==> src/rtl/blink_multi_if.sv <==
// Control and status bundle for blink_multi.
// The master side drives mode and start requests. The slave side returns the LED, tick and done outputs.
interface blink_multi_if #(
    parameter int NCH     = 4,
    parameter int BURST_W = 4
);
    logic               en;
    logic [2*NCH-1:0]   mode;
    logic [NCH-1:0]     start;
    logic [BURST_W-1:0] burst_len;
    logic [NCH-1:0]     led;
    logic               flg;
    logic [NCH-1:0]     done;

    modport master (output en, mode, start, burst_len, input led, flg, done);
    modport slave  (input en, mode, start, burst_len, output led, flg, done);
endinterface

==> src/rtl/blink_multi.sv <==
// Multi-channel LED driver with a shared prescaler.
// Each channel can be off, on, blinking, or running a counted burst of blinks.
module blink_multi #(
    parameter int CBITS   = 22,
    parameter int NCH     = 4,
    parameter int BURST_W = 4
) (
    input  logic         clk,
    input  logic         rst,
    blink_multi_if.slave bus
);
    localparam logic [0:0] IDLE = 1'b0;
    localparam logic [0:0] RUN  = 1'b1;

    logic [CBITS-1:0] cnt;
    logic             tick;

    assign tick = bus.en && (cnt == '1);

    always_ff @(posedge clk) begin
        if (!rst) begin
            cnt     <= '0;
            bus.flg <= 1'b0;
        end else begin
            if (bus.en)
                cnt <= cnt + 1'b1;
            bus.flg <= tick;
        end
    end

    for (genvar i = 0; i < NCH; i++) begin : g_ch
        logic [1:0]         m;
        logic [1:0]         mq;
        logic               ph;
        logic               ph_n;
        logic [0:0]         st;
        logic [BURST_W-1:0] rem;
        logic               led_q;
        logic               done_q;

        assign m = bus.mode[2*i +: 2];
        // A mode change into BLINK restarts the phase, so the first edge is always a rise.
        assign ph_n = ((m != mq) ? 1'b0 : ph) ^ tick;

        always_ff @(posedge clk) begin
            if (!rst) begin
                mq     <= 2'b00;
                ph     <= 1'b0;
                st     <= IDLE;
                rem    <= '0;
                led_q  <= 1'b0;
                done_q <= 1'b0;
            end else begin
                mq     <= m;
                done_q <= 1'b0;
                case (m)
                    2'b00, 2'b01: begin
                        ph    <= 1'b0;
                        st    <= IDLE;
                        rem   <= '0;
                        led_q <= m[0];
                    end
                    2'b10: begin
                        st    <= IDLE;
                        rem   <= '0;
                        ph    <= ph_n;
                        led_q <= ph_n;
                    end
                    default: begin
                        if (st == IDLE) begin
                            ph    <= 1'b0;
                            led_q <= 1'b0;
                            if (bus.en && bus.start[i]) begin
                                if (bus.burst_len == '0)
                                    done_q <= 1'b1;
                                else begin
                                    st  <= RUN;
                                    rem <= bus.burst_len;
                                end
                            end
                        end else if (tick) begin
                            // Each falling edge of the phase consumes one period of the burst.
                            if (ph) begin
                                ph    <= 1'b0;
                                led_q <= 1'b0;
                                if (rem == BURST_W'(1)) begin
                                    st     <= IDLE;
                                    rem    <= '0;
                                    done_q <= 1'b1;
                                end else begin
                                    rem <= rem - 1'b1;
                                end
                            end else begin
                                ph    <= 1'b1;
                                led_q <= 1'b1;
                            end
                        end
                    end
                endcase
            end
        end

        assign bus.led[i]  = led_q;
        assign bus.done[i] = done_q;
    end
endmodule

==> src/flat_wrapper.sv <==
// flat-port wrapper written by rule: the top's interface ports become plain ports
module blink_multi_flat 
#(
    parameter int CBITS   = 22,
    parameter int NCH     = 4,
    parameter int BURST_W = 4
)
  (clk, rst, bus_en, bus_mode, bus_start, bus_burst_len, bus_led, bus_flg, bus_done);
  blink_multi_if #(.NCH(NCH), .BURST_W(BURST_W)) bus_i ();
  input  logic clk;
  input  logic rst;
  input wire logic [$bits(bus_i.en)-1:0] bus_en;
  input wire logic [$bits(bus_i.mode)-1:0] bus_mode;
  input wire logic [$bits(bus_i.start)-1:0] bus_start;
  input wire logic [$bits(bus_i.burst_len)-1:0] bus_burst_len;
  output wire logic [$bits(bus_i.led)-1:0] bus_led;
  output wire logic [$bits(bus_i.flg)-1:0] bus_flg;
  output wire logic [$bits(bus_i.done)-1:0] bus_done;
  assign bus_i.en = bus_en;
  assign bus_i.mode = bus_mode;
  assign bus_i.start = bus_start;
  assign bus_i.burst_len = bus_burst_len;
  assign bus_led = bus_i.led;
  assign bus_flg = bus_i.flg;
  assign bus_done = bus_i.done;
  blink_multi #(.CBITS(CBITS), .NCH(NCH), .BURST_W(BURST_W)) u_core (.clk(clk), .rst(rst), .bus(bus_i));
endmodule
==> config.mk <==
export PLATFORM = sky130hd
export DESIGN_NAME = blink_multi_flat
export DESIGN_NICKNAME = d
export VERILOG_FILES = /design/src/rtl/blink_multi_if.sv /design/src/rtl/blink_multi.sv /design/src/flat_wrapper.sv
export SDC_FILE = /design/constraint.sdc
export NUM_CORES = 1
export LEC_CHECK = 0
export BUFFER_PORTS_ARGS = -buffer_cell sky130_fd_sc_hd__buf_2
export CELL_PAD_IN_SITES_DETAIL_PLACEMENT = 1
export CELL_PAD_IN_SITES_GLOBAL_PLACEMENT = 1
export CORE_ASPECT_RATIO = 0.8
export CORE_MARGIN = 2
export CORE_UTILIZATION = 41
export CTS_CLUSTER_DIAMETER = 80
export DETAILED_ROUTE_END_ITERATION = 10
export HOLD_SLACK_MARGIN = 0.12
export PLACE_DENSITY = 0.8
export SYNTH_ARGS = -nofsm -noshare
export SYNTH_HDL_FRONTEND = slang
export SYNTH_SLANG_ARGS = --single-unit
==> constraint.sdc <==
create_clock -name clk -period 1.9 [get_ports clk]
set_input_delay 0.095 -clock clk [delete_from_list [all_inputs] [get_ports clk]]
set_output_delay 0.095 -clock clk [all_outputs]
set_load 0.01 [all_outputs]
==> impl_metrics.tcl <==
set metrics [dict create \
    synth_simple_gate_area_share_pct 28.9 \
    grt_pass1_vias 3365 \
    finClkSkew_ps 8.63 \
    slew_headroom_pct 56.4 \
    async_flop_share_pct 0 \
    mappedNetlistArea_mm2 0.00357 \
    mappedNetlistNets 455 \
    timing.final.hold_violations 0 \
    core_region_area_mm2 0.00848 \
    post-synth-top-area-cell "sky130_fd_sc_hd__dfxtp_1" \
    grt_first_pass_wirelength_um 16600 \
    hold_path.class "input pin to flop" \
    p_clk_share_pct 43.1 \
    finalWeightedCongestion 0.838 \
    end_kind "flop" \
    vdd_ir_drop_max_mv 0.335 \
    maxCapViolations 0 \
    portion_of_netlist_area_occupied_by_mux_cells_pct 1.75 \
    post-dp-hpwl_um 7370 \
    powerDensity_mw_per_mm2 686 \
    flow.area_growth_from_synthesis_pct 22.7 \
    crit_arrival_ps 2070 \
    grt.overflow.total 0 \
    drt_pass1_iterations 4 \
    drive_gt1_share_pct 20.0 \
    register_clock_pin_slew_on_the_reported_worst_setup_and_hold_paths_ps 80 \
    drc_errors 0 \
    synth-warning-count 0 \
    critPathRequiredTime_ps 2140 \
    maximum_clock_rate_mhz 546 \
    worst_setup_path_start_kind "flop" \
    io_buffer_count 27 \
    cts_buffers 9 \
    floorplan.initialDensity_pct 42.1 \
    synth_fa_ha_area_share_pct 7.35 \
    layout_setup_ws_ps 69.5 \
    drt-total-wl_um 10700 \
    run_status "finished, final reports clean" \
    design.final.nets 520 \
    power_leakage_nw 1.74 \
    diodes 0 \
    avgViaCountPerCell 5.57 \
    tritoncts_clock_tree "yes" \
    power.sequential.fraction_pct 45.6 \
    crit_type "flop to flop" \
    post-place-cells 566 \
    cell_internal_pwr_mw 2.23 \
    fillerInstances 1024 \
    drt-wirelength-per-cell_um 17.9 \
    tightest_slew_ps 651 \
    fp.dieArea_mm2 0.00948 \
    area.sequential_mm2 0.00127 \
    postSynth.topFlopCell "sky130_fd_sc_hd__dfxtp_1" \
    dr.first_iter.drc_count 184 \
    power.switching_fraction_pct 25.7 \
    synth_top_family_by_area "simple AND/OR/NAND/NOR gates" \
    multi_input_combinational_cell_area_mm2 0.00215 \
    finalCriticalPeriod_ps 1830 \
    slew_viol_final 0 \
    clock_sink_count 63 \
    most_common_library_cells_after_synthesis "63 x sky130_fd_sc_hd__dfxtp_1, 33 x sky130_fd_sc_hd__and2_1, 30 x sky130_fd_sc_hd__xnor2_1, 28 x sky130_fd_sc_hd__nand2_1, 27 x sky130_fd_sc_hd__a21oi_1" \
    grt_antenna_before_repair 0 \
    routed_via_count 3323 \
    ctsLongestPathBuffers 2 \
    total_negative_slack_for_setup_checks_ps 0 \
    synth_area_per_cell_um2 8.61 \
    synth.distinct_cells 48 \
    synth_xor_area_share_pct 7.84 \
    pre_cts_ws_ps -14.6 \
    num_io_pins 28 \
    layout.cells.non_filler 597 \
    proportion_of_power_drawn_by_combinational_gates_pct 11.3 \
    synth_compound_area_share_pct 13.4 \
    synth_most_common_cell "sky130_fd_sc_hd__dfxtp_1" \
    cts.htree.levels 3 \
    synth_edf_count 0 \
    synth_top_cell_area_share_pct 35.3 \
    route.antenna.remaining_nets 0 \
    clk-insertion-delay-late_ps 360 \
    switchingPower_mw 0.774 \
    ys_top_cells_by_area "sky130_fd_sc_hd__dfxtp_1 35%, sky130_fd_sc_hd__ha_1 7.4%, sky130_fd_sc_hd__xnor2_1 7.4%, sky130_fd_sc_hd__and2_1 5.8%, sky130_fd_sc_hd__a21oi_1 3.8%" \
    post_synthesis_instance_total 415 \
    global_route.usage.total_pct 22.8 \
    grt_max_degree 21 \
    worst-path-max-fanout 6 \
    die_width_um 108 \
    die-height_um 87.5 \
    clk_root_buffer_cell "sky130_fd_sc_hd__clkbuf_8" \
    finalSetupViolations 0 \
    ys_seq_area_share_pct 35.3 \
    synth_seq_cells 63 \
    floorplan.rows 30 \
    layout_worst_path_cycle_share_pct 96.3 \
]
==> through the flow <==
| step | hold WS [ps] | power [mW] | area [um^2] | util, % |
|---|---|---|---|---|
| after floorplan | 217 | 1.58 | 3570 | - |
| after global placement | 376 | 1.69 | 3990 | 47.0 |
| after detailed placement | 383 | 1.71 | 3990 | 47.0 |
| after CTS | 187 | 3.01 | 4330 | 51.1 |
| after global routing | 209 | 3.12 | 4380 | 51.7 |
| final | 195 | 3.01 | 4380 | 51.7 |
==> critical path: stages, from the launching register on <==
cell and delay, ps:
sky130_fd_sc_hd__dfxtp_1 360, sky130_fd_sc_hd__nand4_1 190, sky130_fd_sc_hd__nor4_2 250, sky130_fd_sc_hd__buf_4 180, sky130_fd_sc_hd__nand2_2 60, sky130_fd_sc_hd__or4_1 520, sky130_fd_sc_hd__nor3b_1 160
==> state kept, by name, summed over array words and instances, names as in the netlist <==
signal              cells
u_core.g_ch.led_q       4
u_core.cnt             22
u_core.g_ch.done_q      4
u_core.bus.flg          1
u_core.g_ch.mq          8
u_core.g_ch.ph          4
u_core.g_ch.st          4
u_core.g_ch.rem        16
==> power by group through the flow <==
stage	Combinational, mW	Sequential [mW]	Clock, mW
floorplan	0.186	1.39	0
global placement	0.289	1.40	0
detailed placement	0.306	1.40	0
CTS	0.332	1.37	1.31
global route	0.374	1.37	1.37
finish	0.341	1.37	1.29
==> timing repair <==
item | 4_1_cts | 5_1_grt
setup endpoints to repair | 1 | 16
gates cloned | 0 | 0
endpoints found under the hold margin | 14 | 0
pin swaps | 1 | 5
hold buffers | 12 | 0
gates resized for setup | 1 | 10
buffers inserted | 0 | 3
==> placed cells by master, fill, tap and decap left out, types with 3 or more instances in the layout <==
cell                            Yosys  final
sky130_fd_sc_hd__o211ai_1           3      3
sky130_fd_sc_hd__nor3_1             9      9
sky130_fd_sc_hd__nand2_1           28     27
sky130_fd_sc_hd__nor3b_1           11     11
sky130_fd_sc_hd__mux2i_1            4      4
sky130_fd_sc_hd__dfxtp_1           63     59
sky130_fd_sc_hd__nand4_1           12     12
sky130_fd_sc_hd__and2_1            33     33
sky130_fd_sc_hd__ha_1              21     20
sky130_fd_sc_hd__or3_1              5      5
sky130_fd_sc_hd__and3_1             4      4
sky130_fd_sc_hd__o31ai_1            3      3
sky130_fd_sc_hd__nand2b_1           4      4
sky130_fd_sc_hd__inv_1             20     20
sky130_fd_sc_hd__dlygate4sd3_1      0     12
sky130_fd_sc_hd__a211oi_1           9      7
sky130_fd_sc_hd__and4_1             4      3
sky130_fd_sc_hd__buf_2              0     27
sky130_fd_sc_hd__buf_4             11     35
sky130_fd_sc_hd__nor2b_1           10     10
sky130_fd_sc_hd__a211o_1            7      7
sky130_fd_sc_hd__dfxtp_2            0      4
sky130_fd_sc_hd__clkbuf_8           0      9
sky130_fd_sc_hd__a31oi_1            4      3
sky130_fd_sc_hd__xnor2_1           30     30
sky130_fd_sc_hd__nand3_1           21     21
sky130_fd_sc_hd__a21oi_1           27     27
sky130_fd_sc_hd__o21ai_0            7      7
sky130_fd_sc_hd__nor2_1            22     22
sky130_fd_sc_hd__nand3b_1           7      7
==> per-layer routing <==
layer  track usage [%]  share of wire [%]  up-vias
met4              6.76                1.7        0
met2              38.5                 49       76
met3              5.98                3.5       21
met1              28.9                 45     1644
li1                  -                  -     1582
met5                 0                  0        -
==> final timing paths <==
| kind | depth (start not counted) | start | endpoint | slack, ps |
|---|---|---|---|---|
| max | 6 | u_core.cnt[16] | u_core.g_ch[0].st | 70 |
| min reg2reg | 2 | u_core.g_ch[0].rem[1] | u_core.g_ch[0].rem[1] | 490 |
| min | 2 | rst | u_core.cnt[5] | 200 |
| max reg2reg | 6 | u_core.cnt[16] | u_core.g_ch[0].st | 70 |
==> logic make-up after synthesis <==
family | Yosys count
and+or+nand+nor | 180
AOI/OAI and AO/OA | 72
DFF | 63
buffers and inverters | 41
xor gates and xnor gates | 32
adders and majority gates | 21
muxes | 6
==> area by class of cell <==
class / count / share of cell area, %
flip-flops and latches: 63 / 28.9
clock inverters: 6 / 1.94
well taps: 112 / 3.20
clock buffers: 10 / 2.91
inverters: 20 / 1.71
multi-input cells: 311 / 49.1
repair buffers: 75 / 12.3
No activity file was read; power rests on OpenSTA's default activity.
